$ cat src/rtl/radiometer_sequencer_if.sv
// ADC conversion handshake and UART transmit handshake seen by the radiometer sequencer.
// The sequencer is the master: it requests conversions and offers results for transmission.
interface radiometer_sequencer_if #(
    parameter int unsigned DATA_W = 12
) ();
    logic              adc_start;
    logic              adc_valid;
    logic [DATA_W-1:0] adc_data;
    logic              tx_start;
    logic              tx_busy;
    logic [DATA_W-1:0] tx_data;

    modport master (
        output adc_start,
        output tx_start,
        output tx_data,
        input  adc_valid,
        input  adc_data,
        input  tx_busy
    );

    modport slave (
        input  adc_start,
        input  tx_start,
        input  tx_data,
        output adc_valid,
        output adc_data,
        output tx_busy
    );
endinterface

$ cat src/rtl/radiometer_sequencer.sv
// Dicke-switched radiometer frame controller: settle, acquire signal and ground phases,
// average each, and transmit the clamped difference over a start/busy handshake.
module radiometer_sequencer #(
    parameter int unsigned SETTLE_CYCLES = 1000,
    parameter int unsigned SAMPLES_LOG2  = 4,
    parameter int unsigned DATA_W        = 12
) (
    input  logic                          clk,
    input  logic                          reset,
    input  logic                          enable,
    radiometer_sequencer_if.master        bus,
    output logic                          switch_sel,
    output logic [3:0]                    state_dbg
);
    localparam int unsigned AccW = DATA_W + SAMPLES_LOG2;
    localparam int unsigned CntW = SAMPLES_LOG2 + 1;
    localparam int unsigned SetW = $clog2(SETTLE_CYCLES + 1);

    localparam logic [CntW-1:0] NumSamples = CntW'(1) << SAMPLES_LOG2;
    localparam logic [SetW-1:0] SettleLoad = SetW'(SETTLE_CYCLES - 1);

    localparam logic [3:0] StIdle      = 4'd0;
    localparam logic [3:0] StSetSig    = 4'd1;
    localparam logic [3:0] StSettleSig = 4'd2;
    localparam logic [3:0] StAcqSig    = 4'd3;
    localparam logic [3:0] StSetGnd    = 4'd4;
    localparam logic [3:0] StSettleGnd = 4'd5;
    localparam logic [3:0] StAcqGnd    = 4'd6;
    localparam logic [3:0] StCompute   = 4'd7;
    localparam logic [3:0] StSend      = 4'd8;
    localparam logic [3:0] StWaitTx    = 4'd9;

    logic [3:0]        state_q, state_d;
    logic              switch_q, switch_d;
    logic              adc_start_q, adc_start_d;
    logic              tx_start_q, tx_start_d;
    logic [DATA_W-1:0] tx_data_q, tx_data_d;
    logic [SetW-1:0]   settle_q, settle_d;
    logic [CntW-1:0]   count_q, count_d;
    logic [AccW-1:0]   acc_sig_q, acc_sig_d;
    logic [AccW-1:0]   acc_gnd_q, acc_gnd_d;
    logic [3:0]        wait_q, wait_d;
    logic              seen_busy_q, seen_busy_d;

    logic [CntW-1:0]   count_inc;
    logic [AccW-1:0]   sample_ext;
    logic [DATA_W-1:0] avg_sig, avg_gnd;
    logic              tx_done;

    assign count_inc  = count_q + CntW'(1);
    assign sample_ext = AccW'(bus.adc_data);
    assign avg_sig    = DATA_W'(acc_sig_q >> SAMPLES_LOG2);
    assign avg_gnd    = DATA_W'(acc_gnd_q >> SAMPLES_LOG2);

    always_comb begin
        state_d     = state_q;
        switch_d    = switch_q;
        adc_start_d = 1'b0;
        tx_start_d  = 1'b0;
        tx_data_d   = tx_data_q;
        settle_d    = settle_q;
        count_d     = count_q;
        acc_sig_d   = acc_sig_q;
        acc_gnd_d   = acc_gnd_q;
        wait_d      = wait_q;
        seen_busy_d = seen_busy_q;
        tx_done     = 1'b0;

        case (state_q)
            StIdle: begin
                if (enable) state_d = StSetSig;
            end
            StSetSig: begin
                switch_d  = 1'b1;
                acc_sig_d = '0;
                count_d   = '0;
                settle_d  = SettleLoad;
                state_d   = StSettleSig;
            end
            StSettleSig: begin
                if (settle_q == '0) begin
                    adc_start_d = 1'b1;
                    state_d     = StAcqSig;
                end else begin
                    settle_d = settle_q - SetW'(1);
                end
            end
            StAcqSig: begin
                if (bus.adc_valid) begin
                    acc_sig_d = acc_sig_q + sample_ext;
                    count_d   = count_inc;
                    if (count_inc == NumSamples) state_d = StSetGnd;
                    else adc_start_d = 1'b1;
                end
            end
            StSetGnd: begin
                switch_d  = 1'b0;
                acc_gnd_d = '0;
                count_d   = '0;
                settle_d  = SettleLoad;
                state_d   = StSettleGnd;
            end
            StSettleGnd: begin
                if (settle_q == '0) begin
                    adc_start_d = 1'b1;
                    state_d     = StAcqGnd;
                end else begin
                    settle_d = settle_q - SetW'(1);
                end
            end
            StAcqGnd: begin
                if (bus.adc_valid) begin
                    acc_gnd_d = acc_gnd_q + sample_ext;
                    count_d   = count_inc;
                    if (count_inc == NumSamples) state_d = StCompute;
                    else adc_start_d = 1'b1;
                end
            end
            StCompute: begin
                tx_data_d = (avg_sig >= avg_gnd) ? (avg_sig - avg_gnd) : '0;
                state_d   = StSend;
            end
            StSend: begin
                if (!bus.tx_busy) begin
                    tx_start_d  = 1'b1;
                    wait_d      = '0;
                    seen_busy_d = 1'b0;
                    state_d     = StWaitTx;
                end
            end
            StWaitTx: begin
                // A transmitter that never raises busy is treated as done after 16 cycles.
                if (seen_busy_q) begin
                    if (!bus.tx_busy) tx_done = 1'b1;
                end else if (bus.tx_busy) begin
                    seen_busy_d = 1'b1;
                end else if (wait_q == 4'd15) begin
                    tx_done = 1'b1;
                end else begin
                    wait_d = wait_q + 4'd1;
                end
                if (tx_done) state_d = enable ? StSetSig : StIdle;
            end
            default: state_d = StIdle;
        endcase

        // Losing enable before the result is offered abandons the frame; tx_data is kept.
        if (!enable && state_q >= StSetSig && state_q <= StCompute) begin
            state_d     = StIdle;
            switch_d    = 1'b0;
            adc_start_d = 1'b0;
            tx_data_d   = tx_data_q;
            count_d     = '0;
            acc_sig_d   = '0;
            acc_gnd_d   = '0;
        end
    end

    always_ff @(posedge clk or negedge reset) begin
        if (!reset) begin
            state_q     <= StIdle;
            switch_q    <= 1'b0;
            adc_start_q <= 1'b0;
            tx_start_q  <= 1'b0;
            tx_data_q   <= '0;
            settle_q    <= '0;
            count_q     <= '0;
            acc_sig_q   <= '0;
            acc_gnd_q   <= '0;
            wait_q      <= '0;
            seen_busy_q <= 1'b0;
        end else begin
            state_q     <= state_d;
            switch_q    <= switch_d;
            adc_start_q <= adc_start_d;
            tx_start_q  <= tx_start_d;
            tx_data_q   <= tx_data_d;
            settle_q    <= settle_d;
            count_q     <= count_d;
            acc_sig_q   <= acc_sig_d;
            acc_gnd_q   <= acc_gnd_d;
            wait_q      <= wait_d;
            seen_busy_q <= seen_busy_d;
        end
    end

    assign bus.adc_start = adc_start_q;
    assign bus.tx_start  = tx_start_q;
    assign bus.tx_data   = tx_data_q;
    assign switch_sel    = switch_q;
    assign state_dbg     = state_q;
endmodule

$ cat src/flat_wrapper.sv
// flat-port wrapper written by rule: the top's interface ports become plain ports
module radiometer_sequencer_flat 
#(
    parameter int unsigned SETTLE_CYCLES = 1000,
    parameter int unsigned SAMPLES_LOG2  = 4,
    parameter int unsigned DATA_W        = 12
)
  (clk, reset, enable, switch_sel, state_dbg, bus_adc_start, bus_tx_start, bus_tx_data, bus_adc_valid, bus_adc_data, bus_tx_busy);
  radiometer_sequencer_if #(.DATA_W(DATA_W)) bus_i ();
  input  logic clk;
  input  logic reset;
  input  logic enable;
  output logic switch_sel;
  output logic [3:0] state_dbg;
  output wire logic [$bits(bus_i.adc_start)-1:0] bus_adc_start;
  output wire logic [$bits(bus_i.tx_start)-1:0] bus_tx_start;
  output wire logic [$bits(bus_i.tx_data)-1:0] bus_tx_data;
  input wire logic [$bits(bus_i.adc_valid)-1:0] bus_adc_valid;
  input wire logic [$bits(bus_i.adc_data)-1:0] bus_adc_data;
  input wire logic [$bits(bus_i.tx_busy)-1:0] bus_tx_busy;
  assign bus_adc_start = bus_i.adc_start;
  assign bus_tx_start = bus_i.tx_start;
  assign bus_tx_data = bus_i.tx_data;
  assign bus_i.adc_valid = bus_adc_valid;
  assign bus_i.adc_data = bus_adc_data;
  assign bus_i.tx_busy = bus_tx_busy;
  radiometer_sequencer #(.SETTLE_CYCLES(SETTLE_CYCLES), .SAMPLES_LOG2(SAMPLES_LOG2), .DATA_W(DATA_W)) u_core (.clk(clk), .reset(reset), .enable(enable), .bus(bus_i), .switch_sel(switch_sel), .state_dbg(state_dbg));
endmodule
$ cat config.mk
export PLATFORM = sky130hd
export DESIGN_NAME = radiometer_sequencer_flat
export DESIGN_NICKNAME = d
export VERILOG_FILES = /design/src/rtl/radiometer_sequencer_if.sv /design/src/rtl/radiometer_sequencer.sv /design/src/flat_wrapper.sv
export SDC_FILE = /design/constraint.sdc
export NUM_CORES = 1
export LEC_CHECK = 0
export ABC_CLOCK_PERIOD_IN_PS = 4500
export BUFFER_PORTS_ARGS = -buffer_cell sky130_fd_sc_hd__buf_2
export CORE_MARGIN = 2
export CORE_UTILIZATION = 55
export DETAILED_ROUTE_END_ITERATION = 10
export PLACE_DENSITY = 0.75
export SLEW_MARGIN = 20
export SYNTH_ARGS = -nofsm -noshare
export SYNTH_HDL_FRONTEND = slang
export SYNTH_SLANG_ARGS = --single-unit
$ cat constraint.sdc
create_clock -name clk -period 4.5 [get_ports clk]
set_input_delay 0.9 -clock clk [delete_from_list [all_inputs] [get_ports clk]]
set_output_delay 0.9 -clock clk [all_outputs]
set_load 0.005 [all_outputs]
=== Word-level counts from Yosys, hierarchy flattened ===
Cells that the tools add are included.

* Register bits after elaboration: 71
* Bits of input ports: 17
* Output and inout bits: 19
* Logic and storage cells: 115

* $add $sub $neg: 6
* Magnitude comparators: 3
* Equality and inequality tests: 26
* Mux-type cells: 46
* Bitwise operators: 1
* Reductions and logical operators: 22

{| class="wikitable"
|+ Operator list
! kind !! count
|-
| 2-to-1 mux 16 bit || 4
|-
| case mux 16 bit (2 select lines) || 2
|-
| 2-to-1 mux 4 bit || 14
|-
| case mux 4 bit (10 select lines) || 1
|-
| adder 16 x 12 -> 16 bit || 2
|-
| case mux 10 bit (2 select lines) || 1
|-
| != test 3 x 1 -> 1 bit, second input constant || 6
|-
| equality test 4 x 3 -> 1 bit, second input constant || 4
|-
| 2-to-1 mux 1 bit || 15
|-
| equality test 4 bit, second input constant || 3
|-
| >= comparator 12 bit || 1
|-
| 2-to-1 mux 12 bit || 1
|-
| != test 3 x 2 -> 1 bit, second input constant || 4
|-
| AND reduction 2 bit || 6
|-
| nonzero test 3 bit || 4
|-
| subtractor 12 bit || 1
|-
| logical NOT 10 bit || 1
|-
| 2-to-1 mux 10 bit || 1
|-
| 2-to-1 mux 5 bit || 2
|-
| != test 2 bit, second input constant || 5
|-
| case mux 5 bit (2 select lines) || 1
|-
| subtractor 10 x 1 -> 10 bit, second input constant || 1
|-
| AND reduction 9 bit || 1
|-
| equality test 4 x 2 -> 1 bit, second input constant || 2
|-
| other kinds (15) || 21
|}

=== Depth between registers and ports, before layout ===
Gate-level depths: netlist of the first run.

* Depth in word-level cells: 8
* Gate-level depth with buffers: 10
* Mapped depth without buffers: 10

=== Least setup slack after synthesis of the first run ===
OpenSTA, ideal clock, no wires.

* Kind: input to register
* Start: in bus_adc_data[0]
* End: reg u_core.acc_gnd_q[12]
* Arrival time: 2793 ps
* Required time: 4373 ps
* Path slack: 1581 ps
* Stages: 8
* Buffers on the path: 0
* Cell sequence: ha_1 > fa_1 > a211o_1 > a21oi_1 > o21ai_0 > o41ai_1 > or3_1 > o21ai_0

* Longest elaborated chain between the ends: 4

{| class="wikitable"
|+ RTL lines
! what !! RTL line !! RTL
|-
| start: declaration || flat_wrapper.sv:19 || <nowiki>input wire logic [$bits(bus_i.adc_data)-1:0] bus_adc_data;</nowiki>
|-
| adder 16 x 12 -> 16 bit || radiometer_sequencer.sv:113 || <nowiki>acc_gnd_d = acc_gnd_q + sample_ext;</nowiki>
|-
| 2-to-1 mux 16 bit || radiometer_sequencer.sv:112 || <nowiki>if (bus.adc_valid) begin</nowiki>
|-
| case mux 16 bit (2 select lines) || radiometer_sequencer.sv:69 || <nowiki>case (state_q)</nowiki>
|-
| 2-to-1 mux 16 bit || radiometer_sequencer.sv:148 || <nowiki>if (!enable && state_q >= StSetSig && state_q <= StCompute) begin</nowiki>
|-
| end signal: assignment || radiometer_sequencer.sv:181 || <nowiki>acc_gnd_q <= acc_gnd_d;</nowiki>
|-
| end: declaration || radiometer_sequencer.sv:41 || <nowiki>logic [AccW-1:0] acc_gnd_q, acc_gnd_d;</nowiki>
|}

Every way passes these cells. The select of a mux whose other input is x is not followed.
A chain may end at the register's enable or synchronous reset.

=== Worst setup path in the final report of the first run ===
* Start: in bus_adc_data[0]
* End: reg u_core.acc_gnd_q[14]

The elaborated chain is that of the path after synthesis.

==> summary.txt, run 1 <==
Floorplan
  – FP Rows: 34
  – Die Y-Extent: 98.9 um
  – I/O pin total: 36
  – DIE AREA: 9780 sq um
  – Initial Util: 56.8%
  – Chip width: 98.9 um
  – Core ar.: 8720 sq um

Critical path
  – Reg2Reg Capture Point: u_core.acc_gnd_q[14]$_DFFE_PN0P_
  – WP data required: 4.76 ns
  – R2r setup slk: 1.83 ns
  – Critical path class: primary input to flip-flop
  – CP endpoint kind: flip-flop
  – Worst r2r path cells: 8
  – Max FO, Critical Path: 4
  – Startpoint types: primary input
  – Worst EP arrival: 3.21 ns
  – Worst Setup EP: u_core.acc_gnd_q[14]$_DFFE_PN0P_
  – Critical Path Source: bus_adc_data[0]
  – RR Startpoint: u_core.acc_gnd_q[0]$_DFFE_PN0P_

Layout
  – Commonest non-fill, non-tap cell in the layout: dfrtp_1
  – Area Growth Syn to Fin: 8.89%
  – Nets: 640
  – # diodes: 0
  – Share of layout cells above drive strength 1: 11.3%
  – Most frequent cells in the layout: dfrtp_1, nand2_1, nor2_1, ha_1, a21oi_1

Job
  – Max-cap violations: 0

Place
  – Port Buffers: 35
  – Post-place setup slack: 1.21 ns
  – RePlAce Congestion: 0.912
  – Hpwl dp: 8400 um

Synthesis
  – Seq/Total Area, Yosys: 35.9%
  – Area share of the leading cell type in the synthesized netlist: 35.9%
  – Syn Area/Cell: 9.04 sq um
  – Register bit total from synthesis: 71
  – Main area contributors after synthesis: dfrtp_1, ha_1, nand2_1
  – Syn_nets: 608
  – Primary FF master, synth: dfrtp_1
  – Cell Area, Synth: 4950 sq um
  – Yosys top cell by area: dfrtp_1
  – Ys Warns: 0
  – Share of flip-flops with an asynchronous set or reset: 100%
  – Post-synth EDFFs: 0
  – Synth unique cells: 63
  – Cells after Synth: 548

Global route
  – Largest net degree at the start of global routing: 50
  – Total congestion overflow: 0
  – Vias in the first global route: 4110
  – Tot GR Track Use: 24.6%
  – Antenna violations before repair: 0
  – First-pass GRT wire length: 19700 um

Power and ir drop
  – Leakage power: 2.47 nW
  – P per Cell Area: 405 nW/um^2
  – Total power: 2.19 mW
  – Peak supply drop: 0.188 mV

Route
  – First drt pass iteration count: 4
  – Wirelength, routed: 11400 um
  – Remaining DRCs: 0
  – Post-DRT Antenna Nets: 0
  – Initial DRC count: 203
  – DR vias/cell: 6.08
  – Vias: 4214
  – Post-DR wirelength/cell: 16.5 um

Timing
  – Setup ws final: 1.55 ns
  – Finish-stage setup viols: 0
  – Shortest period the worst path allows: 2.95 ns
  – Setup TNS: 0 ns
  – Final Hold Fails: 0
  – Slew margin rel.: 35.2%
  – Worst slew pin tran: 0.967 ns
  – Achievable Freq: 339 MHz
  – Slew Viols, Final: 0
  – RSZ-0062 raised after global routing: no
  – Final clock skew: 0.0124 ns
  – Part of the cycle the worst path needs: 65.6%

Clocking
  – CTS tree: built
  – Clk_lat worst skew: 0.35 ns
  – H-tree levels: 3
  – Resize count post-CTS: 0
  – Total CTS buffers: 9
  – Clk sinks: 71
  – Clk Tree Root Cell: clkbuf_8
  – Bufs on Longest Clock Path: 2
  – Post CTS Setup Buffer Count: 0
  – Cts hold-fix bufs: 0
  – CTS clk-pin slew, worst paths: 0.08 ns

Outcome
  – Outcome: finished clean

Worst hold path
  – HP Class: flip-flop to flip-flop
==> worst max-delay path, cell delays in order <==
cell,delay [ns]
buf_2,0.11
ha_1,0.23
fa_1,0.45
a211o_1,0.32
a21oi_1,0.20
o21ai_0,0.15
o41ai_1,0.54
o21ai_0,0.16
a21oi_1,0.15
==> where the power goes <==
part	total, mW	switching [mW]	internal [mW]
combinational	0.816	0.487	0.329
sequential	0.807	0.107	0.700
clock	0.564	0.250	0.314
total	2.19	0.844	1.34
==> final cells by class <==
class                   count  area, sq um
well taps                 108          135
inverters                  28          105
clock buffers              11          131
repair buffers             38          198
clock inverters             5         82.6
multi-input cells         432         2970
flip-flops and latches     71         1780
fillers                   763         3330
==> through the flow <==
step	hold slack (ns)	util, %	area (sq um)	cells
floorplan	0.447	-	4950	548
global placement	0.463	59.4	5180	677
detailed placement	0.471	59.4	5180	677
CTS	0.490	61.9	5390	693
global route	0.511	61.9	5390	693
finish	0.487	61.9	5390	693
==> worst min path at each step <==
stage,cells after the start,slack [ns],endpoint,startpoint
after floorplan,2,0.45,u_core.acc_gnd_q[3]$_DFFE_PN0P_,u_core.acc_gnd_q[3]$_DFFE_PN0P_
after detailed placement,2,0.47,u_core.acc_gnd_q[3]$_DFFE_PN0P_,u_core.acc_gnd_q[3]$_DFFE_PN0P_
after global placement,2,0.46,u_core.acc_gnd_q[3]$_DFFE_PN0P_,u_core.acc_gnd_q[3]$_DFFE_PN0P_
final,2,0.49,u_core.acc_gnd_q[3]$_DFFE_PN0P_,u_core.acc_gnd_q[3]$_DFFE_PN0P_
after CTS,2,0.49,u_core.acc_gnd_q[3]$_DFFE_PN0P_,u_core.acc_gnd_q[3]$_DFFE_PN0P_
after global routing,2,0.51,u_core.acc_sig_q[3]$_DFFE_PN0P_,u_core.acc_sig_q[3]$_DFFE_PN0P_
==> state kept, by name, indices dropped and copies added, names as in the netlist <==
name,cells
u_core.wait_q,4
u_core.acc_gnd_q,16
u_core.bus.tx_start,1
u_core.bus.adc_start,1
u_core.seen_busy_q,1
u_core.acc_sig_q,16
u_core.count_q,5
u_core.state_dbg,4
u_core.switch_sel,1
u_core.bus.tx_data,12
u_core.settle_q,10
==> cell usage after synthesis, types with 5 or more instances <==
master,instances
nand3_1,12
a21o_1,10
nor2b_1,5
o21ai_0,37
a22o_1,22
o31ai_1,7
a31oi_1,8
or2_2,7
nor2_1,40
a21oi_1,39
xor2_1,16
nand2_1,55
xnor2_1,17
inv_1,28
ha_1,40
dfrtp_1,71
o21a_1,10
nand2b_1,6
nor3_1,15
a211oi_1,7
clkbuf_1,7
or3_1,5
==> logic make-up (layout without fill, tap and decap cells) <==
group / count (synthesis) / after routing / share of synthesized area [%]
buffers and inverters: 45 / 82 / 4.27
xor gates and xnor gates: 33 / 33 / 5.83
DFF: 71 / 71 / 35.9
AOI/OAI and AO/OA: 176 / 176 / 23.8
adders and majority gates: 43 / 43 / 11.3
and+or+nand+nor: 175 / 175 / 17.9
muxes: 5 / 5 / 1.04
==> layer usage <==
layer  vias to the layer above  track usage (%)  wire [um]
li1                       2086                -          -
met1                      2009             34.2       5420
met2                        97             38.7       5280
met3                        22             3.90        461
met4                         0             9.80        257
met5                         -                0          0
Power figures use the tool's default switching activity.
==> run 2: changes to the inputs <==
ABC_CLOCK_PERIOD_IN_PS = 2500   (was 4500)
PLACE_DENSITY = 0.78   (was 0.75)
clock period = 2.5 ns   (was 4.5 ns; I/O delays follow)
==> run 2 against run 1 <==
Worst hold slack got worse by 0.32 ns. Setup slack got worse by 1.5 ns. Die area unchanged. Clock power increased by 120%. Routed wire length increased by 4.1%. Critical path type is now flip-flop to flip-flop. Largest cell class unchanged. Largest power group unchanged.
==> summary.txt, run 2 (synthesis gave the netlist of run 1 again) <==
Power and ir drop
  – Peak supply drop: 0.410 mV
  – P per Cell Area: 764 nW/um^2
  – Leakage power: 2.60 nW

Layout
  – Final Core Density: 64.3%
  – Non-Filler Instances: 706
  – Design area: 5610 sq um
  – Most frequent cells in the layout: dfrtp_1, nand2_1, nor2_1, ha_1, a21oi_1
  – Fillers: 701
  – Commonest non-fill, non-tap cell in the layout: dfrtp_1
  – Share of layout cells above drive strength 1: 15.2%
  – # diodes: 0
  – Nets: 654
  – Area Growth Syn to Fin: 13.3%

Clocking
  – Clk Tree Root Cell: clkbuf_8
  – CTS clk-pin slew, worst paths: 0.09 ns
  – CTS tree: built
  – Total CTS buffers: 9
  – Clk_lat worst skew: 0.36 ns
  – Bufs on Longest Clock Path: 2
  – Clk sinks: 71
  – H-tree levels: 3

Critical path
  – Slowest stage delay, CP: 0.50 ns
  – Crit path cell chain: ha_1 > a211oi_1 > o21ai_0 > nand4_1 > or4b_1 > nor4bb_1 > mux2i_1
  – Crit-path leading delay family: simple AND/OR/NAND/NOR gates
  – Worst EP arrival: 2.65 ns
  – RR Startpoint: u_core.acc_sig_q[1]$_DFFE_PN0P_
  – Buf+Inv Stages, Crit Path: 0
  – Max FO, Critical Path: 3
  – Slowest cell on crit path: or4b_1
  – WP data required: 2.73 ns
  – Critical path class: flip-flop to flip-flop
  – Startpoint types: flip-flop
  – CP endpoint kind: flip-flop
  – Critical Path Source: u_core.acc_sig_q[1]$_DFFE_PN0P_

Global route
  – Tot GR Track Use: 24.9%
  – Total congestion overflow: 0
  – First-pass GRT wire length: 19800 um
  – Largest net degree at the start of global routing: 31
  – Antenna violations before repair: 0
  – Vias in the first global route: 4269

Timing
  – Final clock skew: 0.0146 ns
  – Shortest period the worst path allows: 2.42 ns
  – Setup TNS: 0 ns
  – Achievable Freq: 412 MHz
  – Worst slew pin tran: 0.666 ns
  – Slew margin rel.: 55.6%
  – Slew Viols, Final: 0
  – Part of the cycle the worst path needs: 97.0%
  – Final Hold Fails: 0
  – Finish-stage setup viols: 0

Place
  – Port Buffers: 35
  – Dpl cells: 690
  – RePlAce Congestion: 0.926
  – Hpwl dp: 8380 um
  – Dpl cell area: 5290 sq um

Route
  – Remaining DRCs: 0
  – Post-DR wirelength/cell: 16.9 um
  – Wirelength, routed: 11900 um
  – DR vias/cell: 6.15
  – Initial DRC count: 345
  – First drt pass iteration count: 5
  – Post-DRT Antenna Nets: 0
  – Vias: 4344

Worst hold path
  – HP Class: primary input to async pin

Job
  – Max-cap violations: 0

Floorplan
  – Core ar.: 8720 sq um
  – I/O pin total: 36
  – Chip width: 98.9 um
  – DIE AREA: 9780 sq um
  – Initial Util: 56.8%
  – FP Rows: 34
  – Die Y-Extent: 98.9 um

Outcome
  – Outcome: finished clean
run 2: routing by layer:
metal / track usage (%) / vias to the layer above / share of wire [%]
li1: - / 2111 / -
met1: 33.4 / 2084 / 45
met2: 40.1 / 129 / 48
met3: 5.04 / 20 / 5.2
met4: 9.27 / 0 / 1.8
met5: 0 / - / 0
run 2: area by class of cell:
class	instances	area, sq um	share of cell area, %
Clock buffer	10	138	2.45
Clock inverter	5	129	2.30
Inverter	28	105	1.87
Multi-Input combinational cell	432	3030	53.9
Sequential cell	71	1780	31.7
Tap cell	108	135	2.41
Timing Repair Buffer	52	303	5.40
run 2: power breakdown:
group          internal [mW]  switching [mW]  leakage, nW
sequential              1.26           0.100        0.933
combinational          0.672           0.999         1.53
clock                  0.790           0.464        0.133
run 2: final timing paths:
| kind | endpoint | slack, ns | cells past startpoint |
|---|---|---|---|
| setup / recovery | u_core.acc_sig_q[13]$_DFFE_PN0P_ | 0.08 | 7 |
| max in group asynchronous | u_core.count_q[4]$_DFFE_PN0P_ | 1.56 | 2 |
| setup reg to reg | u_core.acc_sig_q[13]$_DFFE_PN0P_ | 0.08 | 7 |
| min in group clk | u_core.bus.tx_start$_DFF_PN0_ | 0.37 | 2 |
| hold / removal | u_core.acc_sig_q[5]$_DFFE_PN0P_ | 0.17 | 1 |
| hold reg to reg | u_core.bus.tx_data[9]$_DFFE_PN0P_ | 0.49 | 1 |
run 2: metrics by stage:
stage          total power [mW]  worst slack (ns)  hold slack [ns]
2_1_floorplan              2.60            0.0709            0.204
3_3_place_gp               2.94           -0.0927            0.461
3_5_place_dp               2.98            -0.151            0.482
4_1_cts                    4.24            0.0362            0.187
5_1_grt                    4.56           -0.0136            0.219
6_report                   4.29            0.0756            0.168
run 2: repair_timing:
item	4_1_cts	5_1_grt
pin swaps	0	3
endpoints found under the hold margin	0	0
endpoints found under the setup margin	12	10
hold buffers	0	0
setup buffers	0	1
gates resized for setup	1	13
